`config.mk`:
```
export PLATFORM = sky130hd
export DESIGN_NAME = seven_seg_scanner
export DESIGN_NICKNAME = d
export VERILOG_FILES = /design/src/rtl/seven_seg_pkg.sv /design/src/rtl/binary_segment.sv /design/src/rtl/seven_seg_scanner.sv
export SDC_FILE = /design/constraint.sdc
export NUM_CORES = 1
export LEC_CHECK = 0
export ABC_AREA = 1
export CAP_MARGIN = 10
export CORE_ASPECT_RATIO = 1.5
export CORE_MARGIN = 10
export CORE_UTILIZATION = 25
export CTS_BUF_LIST = sky130_fd_sc_hd__clkbuf_8 sky130_fd_sc_hd__clkbuf_16
export CTS_CLUSTER_SIZE = 20
export DETAILED_ROUTE_END_ITERATION = 6
export DONT_BUFFER_PORTS = 1
export MAX_ROUTING_LAYER = met4
export PLACE_DENSITY = 0.38
export SYNTH_ARGS = -nofsm -noshare
export SYNTH_HDL_FRONTEND = slang
export SYNTH_SLANG_ARGS = --single-unit
```
`constraint.sdc`:
```
create_clock -name clk -period 2.17 [get_ports clk]
set_clock_uncertainty 0.15 [all_clocks]
set_input_delay 0.651 -clock clk [delete_from_list [all_inputs] [get_ports clk]]
set_output_delay 0.651 -clock clk [all_outputs]
set_load 0.05 [all_outputs]
```
`src/rtl/seven_seg_pkg.sv`:
```
// Shared constants and types for the seven-segment scanner.
// Also provides the leading-zero test used when LEADING_ZERO_SUPPRESS_EN is defined.
package seven_seg_pkg;

    localparam int unsigned NUM_DIGITS = 4;
    localparam logic [6:0]  SEG_OFF    = 7'h7F;
    localparam logic [3:0]  AN_OFF     = 4'hF;

    typedef enum logic {BLANK, DRIVE} state_t;

    typedef logic [1:0] digit_idx_t;

    // True when idx is not the units digit and every nibble from idx upward is zero.
    function automatic logic lz_suppress(input logic [15:0] v, input digit_idx_t idx);
        logic zero;
        zero = 1'b1;
        for (int unsigned i = 0; i < NUM_DIGITS; i++) begin
            if (i >= 32'(idx)) begin
                zero = zero & (v[i*4 +: 4] == 4'h0);
            end
        end
        return zero && (idx != 2'd0);
    endfunction

endpackage

```
`src/rtl/binary_segment.sv`:
```
// Hex nibble to seven-segment decoder for a common-anode display.
// Output order is {g,f,e,d,c,b,a}; a 1 turns the segment off.
module binary_segment (
    input  logic [3:0] bin,
    output logic [6:0] seg
);

    always_comb begin
        seg = 7'h7F;
        unique case (bin)
            4'h0: seg = 7'h40;
            4'h1: seg = 7'h79;
            4'h2: seg = 7'h24;
            4'h3: seg = 7'h30;
            4'h4: seg = 7'h19;
            4'h5: seg = 7'h12;
            4'h6: seg = 7'h02;
            4'h7: seg = 7'h78;
            4'h8: seg = 7'h00;
            4'h9: seg = 7'h10;
            4'hA: seg = 7'h08;
            4'hB: seg = 7'h03;
            4'hC: seg = 7'h46;
            4'hD: seg = 7'h21;
            4'hE: seg = 7'h06;
            4'hF: seg = 7'h0E;
        endcase
    end

endmodule

```
`src/rtl/seven_seg_scanner.sv`:
```
// Time-multiplexed 4-digit common-anode display driver with inter-digit blanking.
// Optional macro LEADING_ZERO_SUPPRESS_EN turns off leading zero digits 3..1.
module seven_seg_scanner
    import seven_seg_pkg::*;
#(
    parameter int unsigned REFRESH_DIV  = 100000,
    parameter int unsigned BLANK_CYCLES = 16
) (
    input  logic        clk,
    input  logic        rst_n,
    input  logic [15:0] value,
    input  logic        load,
    input  logic [3:0]  blank,
    output logic [3:0]  bin,
    output logic [6:0]  seg,
    output logic [3:0]  an,
    output logic [1:0]  digit_idx
);

    localparam int unsigned      CNT_W      = $clog2(REFRESH_DIV);
    localparam logic [CNT_W-1:0] CNT_LAST   = CNT_W'(REFRESH_DIV - 1);
    localparam logic [CNT_W-1:0] BLANK_LAST = CNT_W'(BLANK_CYCLES - 1);

    state_t           state_q, state_d;
    logic [CNT_W-1:0] cnt_q, cnt_d;
    logic [15:0]      shadow_q, shadow_d;
    digit_idx_t       digit_idx_q, digit_idx_d;
    logic [3:0]       bin_q, bin_d;
    logic [6:0]       seg_q, seg_d;
    logic [3:0]       an_q, an_d;

    logic       wrap;
    logic       enter_drive;
    logic       suppress;
    logic [3:0] nibble_sel;
    logic [6:0] seg_dec;

    assign wrap        = (cnt_q == CNT_LAST);
    assign enter_drive = (cnt_q == BLANK_LAST);
    assign nibble_sel  = shadow_q[{digit_idx_q, 2'b00} +: 4];

    binary_segment u_dec (
        .bin (nibble_sel),
        .seg (seg_dec)
    );

`ifdef LEADING_ZERO_SUPPRESS_EN
    assign suppress = blank[digit_idx_q] | lz_suppress(shadow_q, digit_idx_q);
`else
    assign suppress = blank[digit_idx_q];
`endif

    always_comb begin
        shadow_d    = load ? value : shadow_q;
        cnt_d       = wrap ? '0 : cnt_q + CNT_W'(1);
        digit_idx_d = wrap ? digit_idx_q + 2'd1 : digit_idx_q;
    end

    // FSM state register
    always_ff @(posedge clk or negedge rst_n) begin
        if (!rst_n) begin
            state_q <= BLANK;
        end else begin
            state_q <= state_d;
        end
    end

    // FSM next state
    always_comb begin
        state_d = state_q;
        unique case (state_q)
            BLANK: if (enter_drive) state_d = DRIVE;
            DRIVE: if (wrap)        state_d = BLANK;
        endcase
    end

    // FSM outputs: bin, seg and an are all loaded on the same edge to avoid skew
    always_comb begin
        bin_d = bin_q;
        seg_d = seg_q;
        an_d  = an_q;
        if (state_q == BLANK && enter_drive) begin
            bin_d = nibble_sel;
            if (suppress) begin
                an_d  = AN_OFF;
                seg_d = SEG_OFF;
            end else begin
                an_d  = ~(4'b0001 << digit_idx_q);
                seg_d = seg_dec;
            end
        end else if (state_q == DRIVE && wrap) begin
            an_d  = AN_OFF;
            seg_d = SEG_OFF;
        end
    end

    always_ff @(posedge clk or negedge rst_n) begin
        if (!rst_n) begin
            cnt_q       <= '0;
            shadow_q    <= '0;
            digit_idx_q <= '0;
            bin_q       <= '0;
            seg_q       <= SEG_OFF;
            an_q        <= AN_OFF;
        end else begin
            cnt_q       <= cnt_d;
            shadow_q    <= shadow_d;
            digit_idx_q <= digit_idx_d;
            bin_q       <= bin_d;
            seg_q       <= seg_d;
            an_q        <= an_d;
        end
    end

    assign bin       = bin_q;
    assign seg       = seg_q;
    assign an        = an_q;
    assign digit_idx = digit_idx_q;

endmodule

```
### Yosys cells after proc, flatten, opt, wreduce, memory -nomap -nowiden

Memories as Yosys holds them, arrays and structs flattened.
Cells that the tools add are included.

| cells by class | value |
|---|---|
| mux-type cells | 12 |
| $lt $le $gt $ge | 1 |
| reduce and logical (&&, ||, !) cells | 3 |
| bitwise logic cells | 2 |
| eq/ne operators | 2 |
| add/sub/neg operators | 2 |
| shifts and indexed selects | 2 |

Operators with widths:

| kind | number |
|---|---|
| two-way mux 7 bit | 3 |
| adder 17 x 1 -> 17 bit (second input constant) | 1 |
| == test 17 bit (second input constant) | 1 |
| == test 17 x 4 -> 1 bit (second input constant) | 1 |
| two-way mux 17 bit | 1 |
| variable part select 16 x 5 -> 4 bit | 1 |
| two-way mux 4 bit | 3 |
| inverter 4 bit | 1 |
| left shift 1 x 2 -> 4 bit (first input constant) | 1 |
| less-than comparator 2 x 3 -> 1 bit (second input constant) | 1 |
| two-way mux 1 bit | 3 |
| adder 2 x 1 -> 2 bit (second input constant) | 1 |
| binary-select mux 1 bit (select 2 bit) | 1 |
| logical AND 1 bit | 2 |
| case mux 1 bit (2 select lines) | 1 |
| nonzero test 2 bit | 1 |
| inverter 1 bit | 1 |

| storage, ports and cells | value |
|---|---|
| output and inout port bits | 17 |
| memories kept | 1 |
| word-level logic and storage cells | 32 |
| input bits | 23 |
| bits in read-only memories | 112 |
| bits in registers | 51 |

Memory list:

| memory | depth | width | read ports | clocked after Yosys merged registers in | write ports | line | RTL |
|---|---|---|---|---|---|---|---|
| (name not given) | 16 | 7 | 1 | 0 | 0 | binary_segment.sv:10 | `unique case (bin)` |

### Depth between registers and ports, before layout

| logic depth | value |
|---|---|
| depth after elaboration | 4 |
| mapped depth | 13 |
| depth with buffers taken out | 12 |

### By module

Synthesis repeated with hierarchy kept, for this count alone.

| unflattened totals | value |
|---|---|
| cell total of the unflattened synthesis | 361 |
| area total of the unflattened synthesis | 2975.4 um^2 |

By module, submodules not included:

| module | cells an instance | times used | area an instance (um^2) | seq. area each (um^2) |
|---|---|---|---|---|
| seven_seg_scanner | 312 | 1 | 2701.3 | 1290.0 |
| binary_segment | 49 | 1 | 274.0 | 0.0 |

### Least setup slack after synthesis

No wires, ideal clock.

| timing | value |
|---|---|
| kind | register to register |
| from | reg digit_idx_q[0] (netlist: digit_idx[0]) |
| to | reg seg_q[5] (netlist: seg[5]) |
| path buffers | 1 |
| data required time | 1.948 ns |
| clock period less this slack | 2.112 ns |
| arrival | 1.889 ns |
| stages on the path, launching flop included | 14 |
| slack | 0.058 ns |
| library setup time | 0.072 ns |
| cells stage by stage | dfrtp_1 inv_2 buf_6 nand2_1 nand3_1 nand2_1 inv_1 ha_1 nand3_1 nand2_1 nand2_1 nand3_1 nand2_1 inv_1 |

| on the way | value |
|---|---|
| cells in the longest elaborated chain, start to end | 4 |
| elaborated cells between the ends (all ways) | 6 |
| classes of those cells | 1 x shift; 4 x mux; 1 x memory |

RTL lines:

| what | line | RTL |
|---|---|---|
| from (decl) | seven_seg_scanner.sv:27 | `digit_idx_t digit_idx_q, digit_idx_d;` |
| from (signal assigned) | seven_seg_scanner.sv:108 | `digit_idx_q <= digit_idx_d;` |
| variable part select 16 x 5 -> 4 bit | seven_seg_scanner.sv:40 | `assign nibble_sel = shadow_q[{digit_idx_q, 2'b00} +: 4];` |
| via nibble_sel[1] | seven_seg_scanner.sv:35 | `logic [3:0] nibble_sel;` |
| memory read (16 x 7 bit) | -- |  |
| two-way mux 7 bit | seven_seg_scanner.sv:84 | `if (suppress) begin` |
| two-way mux 7 bit | seven_seg_scanner.sv:82 | `if (state_q == BLANK && enter_drive) begin` |
| to (signal assigned) | seven_seg_scanner.sv:110 | `seg_q <= seg_d;` |
| to (decl) | seven_seg_scanner.sv:29 | `logic [6:0] seg_q, seg_d;` |

The timed path passes the listed nets, and every way through them passes these cells. The select of a mux whose other input is x is not followed.
A chain may end at the register's enable or synchronous reset.

### Worst setup path in the final report

| timing | value |
|---|---|
| from | reg digit_idx_q[0] (netlist: digit_idx[0]) |
| to | reg seg_q[2] (netlist: seg[2]) |

The elaborated chain is that of the path after synthesis.

==> results by group <==
Die
  • Die height: 151 um
  • Die ar.: 16200 um^2
  • Starting Density: 25.6%
  • FP Rows: 47
  • Placeable core region: 11100 um^2
  • Die width: 107 um
  • I/O pin total: 40

Synthesis
  • Synth cell count leaders: 86 x nand2_1, 48 x nor2_1, 41 x inv_1
  • Synth area leaders: dfrtp_1 35%, nand2_1 11%, dfstp_2 10%
  • Sequential area share after synthesis: 45.3%
  • Synth Cell Area: 2850 um^2
  • Yosys warns: 0
  • Top FF cell, synth: dfrtp_1
  • Syn_nets: 384
  • Most common cell in the synthesized netlist: nand2_1
  • Cell taking the most area after synthesis: dfrtp_1
  • Synth Instances: 350
  • Ys async rst share: 100%
  • Area share of the leading cell type in the synthesized netlist: 35.1%
  • Avg Cell Area, Syn: 8.14 um^2
  • Post-synth EDFFs: 0
  • Flops & latches, synth: 51
  • Yosys cell types: 25

Placed design
  • HPWL Detailed: 5970 um
  • GP Congestion: 0.865
  • Port Buffers: 0

Route
  • WL final: 7720 um
  • Via count: 2227
  • Vias per cell: 4.38
  • Post-route ant nets: 0
  • Wire length per cell: 15.2 um
  • Post-route DRC: 0
  • First-pass DRT Iterations: 5
  • Iter 0 DRT Violations: 86

Clock tree
  • Post-CTS Setup Inserts: 0
  • Later-pin clock latency in the skew report: 300 ps
  • Clk sinks: 51
  • CTS max path bufs: 2
  • CTS tree: yes
  • Clock-pin slew on the worst setup and hold paths: 80 ps
  • Root Driver: clkbuf_16
  • Num CTS Buffers: 5
  • H-tree depth: 2

Power
  • Maximum VDD drop: 0.309 mV
  • Int Pwr: 1.53 mW
  • Switching Fraction: 29.5%
  • Combinational power share: 8.8%
  • Sequential share of power: 52.5%
  • Cell area power density: 676 nW/um^2
  • Sw Pwr: 0.644 mW
  • Clock share of power: 38.7%
  • Leak: 1.54 nW

Critical path
  • Crit path required time: 2260 ps
  • Worst setup path class: reg -> reg
  • Crit Path Max Fanout: 8
  • Startpoint types: flip-flop
  • CP Data Arrival Time: 2010 ps
  • Crit. End Element: flip-flop

Final layout
  • Layout Utilization: 29.0%
  • Filler cells: 1199
  • Post-layout nets: 394
  • Layout area overhead: 13.1%
  • Layout cell share with drive strength beyond 1: 16.9%

Timing
  • Final worst path period share: 88.8%
  • RSZ-0062 raised after global routing: no
  • Max Clk Rate: 0.519 GHz
  • Min Tclk post-route: 1930 ps
  • Setup TNS Final: 0 ps
  • Slew headroom: 66.2%
  • Final Hold Fails: 0
  • Tightest Pin Transition: 506 ps
  • Max-slew violations: 0
  • Final setup viols: 0

Global routing
  • Vias in the first global route: 2285
  • GRT Overall Usage: 10.2%
  • Pin count of the biggest net entering global routing: 41
  • First-pass GRT wire length: 12400 um
  • Global route overflow: 0
  • Initial antenna violation count: 1

Status
  • Outcome: finished clean

Job
  • Max Cap Violations: 0

Min path
  • Worst Hold Class: in -> async
==> cell usage in the layout (no fill, tap or decap), drive strengths merged <==
cell / n
nor4: 1
clkbuf: 5
diode: 1
nand2: 92
nor3: 6
clkinv: 1
nand3: 39
dfrtp: 40
ha: 11
nor2: 53
xnor2: 1
mux2: 14
inv: 48
a21oi: 4
o21ai: 15
buf: 8
nand4: 5
dfstp: 11
xor2: 7
==> per-stage QoR <==
stage               power, mW  instances  setup WS (ps)  hold WS, ps  instance area [um^2]
floorplan                1.29        350           58.3          205                  2850
global route             2.28        509           35.0         23.4                  3220
global placement         1.34        499            253          208                  3040
detailed placement       1.34        499            230          208                  3040
finish                   2.18        509            243         36.9                  3220
CTS                      2.23        508            206         26.1                  3220
==> timing repair <==
item	in CTS	in global routing
setup endpoints to repair	0	0
endpoints found under the hold margin	40	0
hold buffers	1	0
resized for setup	0	0
==> cell families (layout without fill, tap and decap cells) <==
logic type,after synthesis,count (layout),share of synthesized area (%)
AO/OA/AOI/OAI,19,19,3.34
XOR/XNOR,8,8,2.46
adder cells (fa/ha/maj),11,11,4.83
buffers and inverters,51,62,7.59
flip-flops,51,51,45.3
multiplexers,14,14,5.53
other,0,1,0
AND/OR/NAND/NOR,196,196,31.0
==> worst max-delay path, stage by stage, from the launching register on <==
cell	delay, ps
dfrtp_1	400
buf_4	170
nand2_1	80
nand2_1	60
nand2_1	50
nand2_1	110
ha_1	270
inv_1	90
nand3_1	100
o21ai_0	230
nor2_1	70
nor2_1	90
==> final timing paths <==
kind,cells after the start,end,slack (ps),startpoint
setup / recovery,11,seg[2],240,digit_idx[0]
hold / removal,0,an[0],40,rst_n
setup reg to reg,11,seg[2],240,digit_idx[0]
hold reg to reg,1,cnt_q[0],310,cnt_q[0]
max in group asynchronous,1,shadow_q[8],1630,rst_n
min in group clk,1,shadow_q[8],310,load
==> sequential cells by signal, summed over array words and instances, names as in the netlist <==
signal / flops
an: 4
bin: 4
digit_idx: 2
seg: 7
cnt_q: 17
shadow_q: 16
state_q: 1
==> power by group through the flow <==
stage          clock, mW  sequential [mW]  combinational, mW
2_1_floorplan          0             1.14              0.148
3_3_place_gp           0             1.16              0.174
3_5_place_dp           0             1.16              0.173
4_1_cts            0.884             1.15              0.196
5_1_grt            0.909             1.15              0.221
6_report           0.844             1.14              0.192
==> per-layer routing <==
layer	global-route usage (%)	up-vias	part of all wire, %
li1	-	1129	-
met1	9.78	1032	37
met2	18.8	54	56
met3	2.30	12	5.0
met4	4.69	0	2.2
met5	-	-	0
==> layout make-up <==
class | count | area, um^2 | area share (%)
Antenna cell | 1 | 2.50 | 0.0776
Clock buffer | 5 | 125 | 3.88
Clock inverter | 3 | 26.3 | 0.815
Inverter | 46 | 173 | 5.36
Multi-Input combinational cell | 248 | 1340 | 41.7
Sequential cell | 51 | 1290 | 40.0
Tap cell | 147 | 184 | 5.70
Timing Repair Buffer | 8 | 80.1 | 2.48
Power figures use the tool's default switching activity.
